**src/rtl/sched_pkg.sv**
```systemverilog
// Shared types and helpers for the nonce sweep scheduler and its stream stages.
package sched_pkg;

    typedef logic [31:0] nonce_t;

    typedef enum logic [1:0] {IDLE, ISSUE, DRAIN, REPORT} sched_state_t;

    function automatic int unsigned rounds(input int unsigned bcast, input int unsigned cores);
        return (bcast + cores - 1) / cores;
    endfunction

endpackage

```
**src/rtl/inflight_tracker.sv**
```systemverilog
// Counts issued-but-unanswered transactions; a decrement while empty is flagged and dropped.
module inflight_tracker #(
    parameter int unsigned MAX_INFLIGHT = 4,
    parameter int unsigned CW           = $clog2(MAX_INFLIGHT + 1)
) (
    input  logic          clk,
    input  logic          rst,
    input  logic          inc,
    input  logic          dec,
    input  logic          clr,
    output logic [CW-1:0] count,
    output logic          full,
    output logic          empty,
    output logic          underflow_err
);

    logic [CW-1:0] count_q, count_d;
    logic          dec_ok;

    always_comb begin
        dec_ok  = dec && (count_q != '0);
        count_d = count_q;
        if (clr) begin
            count_d = '0;
        end else if (inc && !dec_ok) begin
            count_d = count_q + 1'b1;
        end else if (!inc && dec_ok) begin
            count_d = count_q - 1'b1;
        end
    end

    always_ff @(posedge clk) begin
        if (rst) begin
            count_q <= '0;
        end else begin
            count_q <= count_d;
        end
    end

    assign count         = count_q;
    assign full          = (count_q == CW'(MAX_INFLIGHT));
    assign empty         = (count_q == '0);
    assign underflow_err = dec && empty;

endmodule

```
**src/rtl/nonce_sweep_scheduler.sv**
```systemverilog
// Schedules one block header as ROUNDS back-pressurable nonce-base broadcasts and resolves the
// first winning nonce. Define SCHED_EARLY_EXIT_EN to stop issuing once a hit is found.
module nonce_sweep_scheduler
    import sched_pkg::*;
#(
    parameter int unsigned NUM_CORES     = 10,
    parameter int unsigned BROADCAST_CNT = 100,
    parameter int unsigned MAX_INFLIGHT  = 4,
    parameter int unsigned PARTITIONBITS = $clog2(NUM_CORES)
) (
    input  logic                     clk,
    input  logic                     rst,
    input  logic                     block_valid_i,
    output logic                     block_ready_o,
    output logic                     newblock_o,
    output logic                     issue_valid_o,
    input  logic                     issue_ready_i,
    output logic [31:0]              issue_base_o,
    input  logic                     result_valid_i,
    input  logic                     result_success_i,
    input  logic [PARTITIONBITS-1:0] result_prefix_i,
    output logic                     out_valid_o,
    input  logic                     out_ready_i,
    output logic                     out_success_o,
    output logic [31:0]              out_nonce_o,
    output logic                     busy_o,
    output logic                     err_o
);

    localparam int unsigned ROUNDS = rounds(BROADCAST_CNT, NUM_CORES);
    localparam int unsigned CW     = $clog2(MAX_INFLIGHT + 1);

    sched_state_t  state_q, state_d;
    nonce_t        issue_base_q, result_base_q, issued_rounds_q, nonce_q, cand;
    logic          found_q, err_q;
    logic [CW-1:0] inflight;
    logic          full, empty, underflow_err;
    logic          accept, issue_valid, issue_hs, res_in_sweep, res_ok, prefix_bad, hit_ok;
    logic          err_set, stop_issue;

`ifdef SCHED_EARLY_EXIT_EN
    assign stop_issue = found_q;
`else
    assign stop_issue = 1'b0;
`endif

    always_comb begin
        accept       = (state_q == IDLE) && block_valid_i;
        issue_valid  = (state_q == ISSUE) && !full && !stop_issue;
        issue_hs     = issue_valid && issue_ready_i;
        res_in_sweep = result_valid_i && ((state_q == ISSUE) || (state_q == DRAIN));
        res_ok       = res_in_sweep && !empty;
        prefix_bad   = result_success_i && (32'(result_prefix_i) >= NUM_CORES);
        cand         = result_base_q + nonce_t'(result_prefix_i);
        // Only the first in-range hit is kept; later successes are ignored.
        hit_ok       = res_ok && result_success_i && !prefix_bad && !found_q
                       && (cand < BROADCAST_CNT);
        err_set      = (result_valid_i && !res_in_sweep) || underflow_err
                       || (result_valid_i && prefix_bad);
    end

    inflight_tracker #(
        .MAX_INFLIGHT (MAX_INFLIGHT)
    ) u_inflight (
        .clk           (clk),
        .rst           (rst),
        .inc           (issue_hs),
        .dec           (res_in_sweep),
        .clr           (accept),
        .count         (inflight),
        .full          (full),
        .empty         (empty),
        .underflow_err (underflow_err)
    );

    always_ff @(posedge clk) begin
        if (rst) begin
            state_q <= IDLE;
        end else begin
            state_q <= state_d;
        end
    end

    always_comb begin
        state_d = state_q;
        unique case (state_q)
            IDLE:    if (block_valid_i) state_d = ISSUE;
            ISSUE: begin
                if (issue_hs && (issued_rounds_q == nonce_t'(ROUNDS - 1))) begin
                    state_d = DRAIN;
                end else if (stop_issue) begin
                    state_d = DRAIN;
                end
            end
            DRAIN:   if ((inflight == '0) && !result_valid_i) state_d = REPORT;
            REPORT:  if (out_ready_i) state_d = IDLE;
            default: state_d = IDLE;
        endcase
    end

    always_comb begin
        block_ready_o = (state_q == IDLE);
        issue_valid_o = issue_valid;
        newblock_o    = issue_valid && (issue_base_q == '0);
        issue_base_o  = issue_valid ? issue_base_q : '0;
        out_valid_o   = (state_q == REPORT);
        out_success_o = (state_q == REPORT) && found_q;
        out_nonce_o   = (state_q == REPORT) ? nonce_q : '0;
        busy_o        = (state_q != IDLE);
        err_o         = err_q;
    end

    always_ff @(posedge clk) begin
        if (rst) begin
            issue_base_q    <= '0;
            result_base_q   <= '0;
            issued_rounds_q <= '0;
            found_q         <= 1'b0;
            nonce_q         <= '0;
            err_q           <= 1'b0;
        end else begin
            if (accept) begin
                issue_base_q    <= '0;
                result_base_q   <= '0;
                issued_rounds_q <= '0;
                found_q         <= 1'b0;
                nonce_q         <= '0;
            end else begin
                if (issue_hs) begin
                    issue_base_q    <= issue_base_q + NUM_CORES;
                    issued_rounds_q <= issued_rounds_q + 32'd1;
                end
                if (res_ok) begin
                    result_base_q <= result_base_q + NUM_CORES;
                end
                if (hit_ok) begin
                    found_q <= 1'b1;
                    nonce_q <= cand;
                end
            end
            if (err_set) begin
                err_q <= 1'b1;
            end
        end
    end

endmodule

```
**config.mk**
```make
export PLATFORM = sky130hd
export DESIGN_NAME = nonce_sweep_scheduler
export DESIGN_NICKNAME = d
export VERILOG_FILES = /design/src/rtl/sched_pkg.sv /design/src/rtl/inflight_tracker.sv /design/src/rtl/nonce_sweep_scheduler.sv
export SDC_FILE = /design/constraint.sdc
export NUM_CORES = 1
export LEC_CHECK = 0
export CORE_ASPECT_RATIO = 1.4
export CORE_MARGIN = 2
export CORE_UTILIZATION = 60
export CTS_CLUSTER_DIAMETER = 200
export DETAILED_ROUTE_END_ITERATION = 12
export GPL_TIMING_DRIVEN = 0
export HOLD_SLACK_MARGIN = 0.02
export PLACE_DENSITY = 0.91
export SYNTH_ARGS = -nofsm -noshare
export SYNTH_HDL_FRONTEND = slang
export SYNTH_HIERARCHICAL = 1
export SYNTH_SLANG_ARGS = --single-unit
```
**constraint.sdc**
```tcl
create_clock -name clk -period 8.95 [get_ports clk]
set_input_delay 1.79 -clock clk [delete_from_list [all_inputs] [get_ports clk]]
set_output_delay 1.79 -clock clk [all_outputs]
set_load 0.02 [all_outputs]
```
==> summary.md <==
| Metric | Value |
|---|---|
| R2r setup slk | 5.11 ns |
| Final cycle utilization of the critical path | 0.5890 |
| Iter 0 DRT Violations | 394 |
| P_leak | 3.067 nW |
| Async SR Flop Fraction | 0 |
| Sink Count | 133 |
| Final antenna-violating net count | 0 |
| Max-cap viol count | 0 |
| Synth Instances | 849 |
| Critical Path Stages | 12 |
| Commonest non-fill, non-tap cells in the layout | 133 x dfxtp_1, 108 x nor2_1, 80 x clkdlybuf4s50_1 |
| Synth Area per Inst | 8.526 µm² |
| Register area share after synthesis | 0.3678 |
| Syn-to-layout area delta | 22.04% |
| Setup CP Type | in -> reg |
| WL final | 18680 µm |
| Worst min-delay path class | reg -> reg |
| Total global-route track usage | 0.2876 |
| Worst slack at placement | 3.275 ns |
| Synth unique cells | 63 |
| Initial antenna violation count | 0 |
| Post-CTS setup buffers | 0 |
| Yosys warns | 6 |
| Grt ovf | 0 |
| Clock Tree Root | clkbuf_16 |
| Clk_lat worst skew | 0.42 ns |
| Vias per std cell | 5.915 |
| Dpl hpwl | 12630 µm |
| DP Area | 0.008223 mm² |
| Clock skew | 0.006636 ns |
| Final worst setup slack | 3.678 ns |
| Minimum clock period | 5.272 ns |
| # DRC | 0 |
| Slew @ Worst Pin | 1.329 ns |
| Total CTS buffers | 17 |
| Crit Path Max Fanout | 10 |
| Final setup TNS | 0 ns |
| CP Cell Sequence | clkdlybuf4s50_1, ha_1, fa_1, a21oi_2, nor3_1, a311oi_1, o22ai_1, or4_1, buf_6, nor4_4, buf_6, nor3b_2 |
| CTS tree | yes |
| Port bufs | 80 |
| H-tree levels | 4 |
| Post-CTS Hold Fix Bufs | 0 |
| Wire per inst | 16.86 µm |
| Starting density of the core | 0.6124 |
| Power per standard cell area | 185.7 mW/mm² |
| Vias after detailed routing | 6554 |
| # IOs | 82 |
| Gpl congestion | 0.9623 |
| CP dominant cell by count | buf_6 |
| Layout Utilization | 0.7473 |
| CTS clk-pin slew, worst paths | 0.06 ns |
| Met1 usage | 0.3016 |
| Die height | 134.0 µm |
| Site row count | 47 |
| RSZ-0062 raised after global routing | no |
| WHS | 0.4604 ns |
| Fin cells | 1108 |
| Die X | 96.83 µm |
| CP endpoint kind | flip-flop |
| Nets | 974 |
| Critical Path Start | result_prefix_i[1] |
| Max Buffers Root-to-Sink | 2 |
| Reg2Reg Capture Point | nonce_q[25] |
| Met3 Resource Use GR | 0.05263 |
| Hold path start | nonce_q[0] |
| Max-slew headroom | 0.1058 |
| Most used DFF post-synth | dfxtp_1 |
| First-pass GRT wire length | 30550 µm |
| Finished Cell Area | 0.008833 mm² |
| Final hold viol count | 0 |
| Data required time of the worst path | 9.23 ns |
| Synth top area share | 0.3678 |
| Most common cell after layout, fill and taps aside | dfxtp_1 |
| CP startpoint kind | input port |
| Vias in the first global route | 6344 |
| Crit-path max cell delay | 0.58 ns |
| # diodes | 0 |
| Hold path cells | 2 |
| GR Layer Usage met2 | 0.5478 |
| GRT busiest layer | met2 |
| Maximum vdd ir drop | 0.1701 mV |
| Top delay family on crit path | simple AND/OR/NAND/NOR gates |
| First drt pass iteration count | 5 |
| Total power | 1.641 mW |
| Die area | 0.01297 mm² |
| Post-CTS Resized | 0 |
| Critical path data arrival time | 5.56 ns |
| Final setup violating endpoints | 0 |
| Fmax | 0.1897 GHz |
| Largest net degree at the start of global routing | 17 |
| Final Slew Violations | 0 |
| Hold path endpoint | nonce_q[0] |
| CP max-delay cell | nor4_4 |
| Largest area contributor in the netlist | dfxtp_1 |
| Buf/Inv on CP | 3 |
| Post-synth EDFFs | 0 |
| Net Count, Synth | 875 |
| Worst reg2reg startpoint | result_base_q[1] |
| Ratio of cells with drive above 1 in the final layout | 0.1009 |
| Core Region | 0.01182 mm² |
| Number of synthesized register bits | 133 |
| Status | complete, no violations |
| R2R depth | 11 |
| Synthesized area | 0.007238 mm² |
| Inst Count DP | 1076 |
| Synth area leaders | dfxtp_1 37%, xor2_1 6.3%, and2_1 5.9% |
## cells by family (layout without fill, tap and decap cells)
logic type                 count (synthesis)  in the layout  share of synthesized area
and+or+nand+nor                          453            453                     0.3566
adders and majority gates                 15             15                    0.02800
xor gates and xnor gates                  89             89                     0.1077
other                                      1              1                  0.0005181
muxes                                      7              7                    0.01003
AOI/OAI and AO/OA                         85             85                    0.07502
DFF                                      133            133                     0.3678
buffers and inverters                     66            178                    0.05428
## state kept, by name, summed over array words and instances, names as in the netlist
register	cells
u_inflight/count	3
err_o	1
issued_rounds_q	32
nonce_q	32
result_base_q	31
state_q	2
found_q	1
issue_base_q	31
## cell usage after synthesis, drive strengths merged, types with 13 or more instances
library cell and instances:
nand3 37, nor3 22, xnor2 37, buf 16, or3 26, clkbuf 34, and2 68, xor2 52
a21oi 28, dfxtp 133, nor4 21, nor2 110, and3 17, o21ai 20, ha 13, inv 15
nand2 59, nand4 37, nor3b 28
## cell type report
| cell class | count | area (µm²) |
|---|---|---|
| multi-input cells | 650 | 4183 |
| fillers | 785 | 2987 |
| flip-flops and latches | 133 | 2663 |
| repair buffers | 80 | 800.8 |
| clock buffers | 20 | 456.7 |
| plain buffers | 51 | 336.6 |
| well taps | 147 | 183.9 |
| clock inverters | 12 | 153.9 |
| inverters | 15 | 56.30 |
## worst reg2reg max path, stage by stage, from the launching register on
cell and delay [ns]:
dfxtp_1 0.36, ha_1 0.28, fa_1 0.47, a21oi_2 0.31, nor3_1 0.20, a311oi_1 0.37, o22ai_1 0.16, or4_1 0.50
buf_6 0.16, nor4_4 0.58, buf_6 0.25, nor3b_2 0.06
## layer usage
| layer | part of all wire | up-vias | wire length, µm |
|---|---|---|---|
| li1 | - | 3139 | - |
| met1 | 0.37 | 3084 | 6959 |
| met2 | 0.53 | 262 | 9962 |
| met3 | 0.055 | 69 | 1020 |
| met4 | 0.040 | 0 | 740 |
| met5 | 0 | - | 0 |
## worst max path at each step
stage	slack, ns	to
floorplan	4.27	nonce_q[22]
global placement	3.46	nonce_q[24]
detailed placement	3.28	nonce_q[25]
CTS	3.71	nonce_q[25]
global route	3.50	nonce_q[5]
finish	3.68	nonce_q[25]
## power breakdown
group          internal (mW)  switching (mW)
sequential             0.607          0.0193
clock                  0.452           0.269
combinational          0.103           0.191
Note: power is estimated with default switching activity, not from simulation.
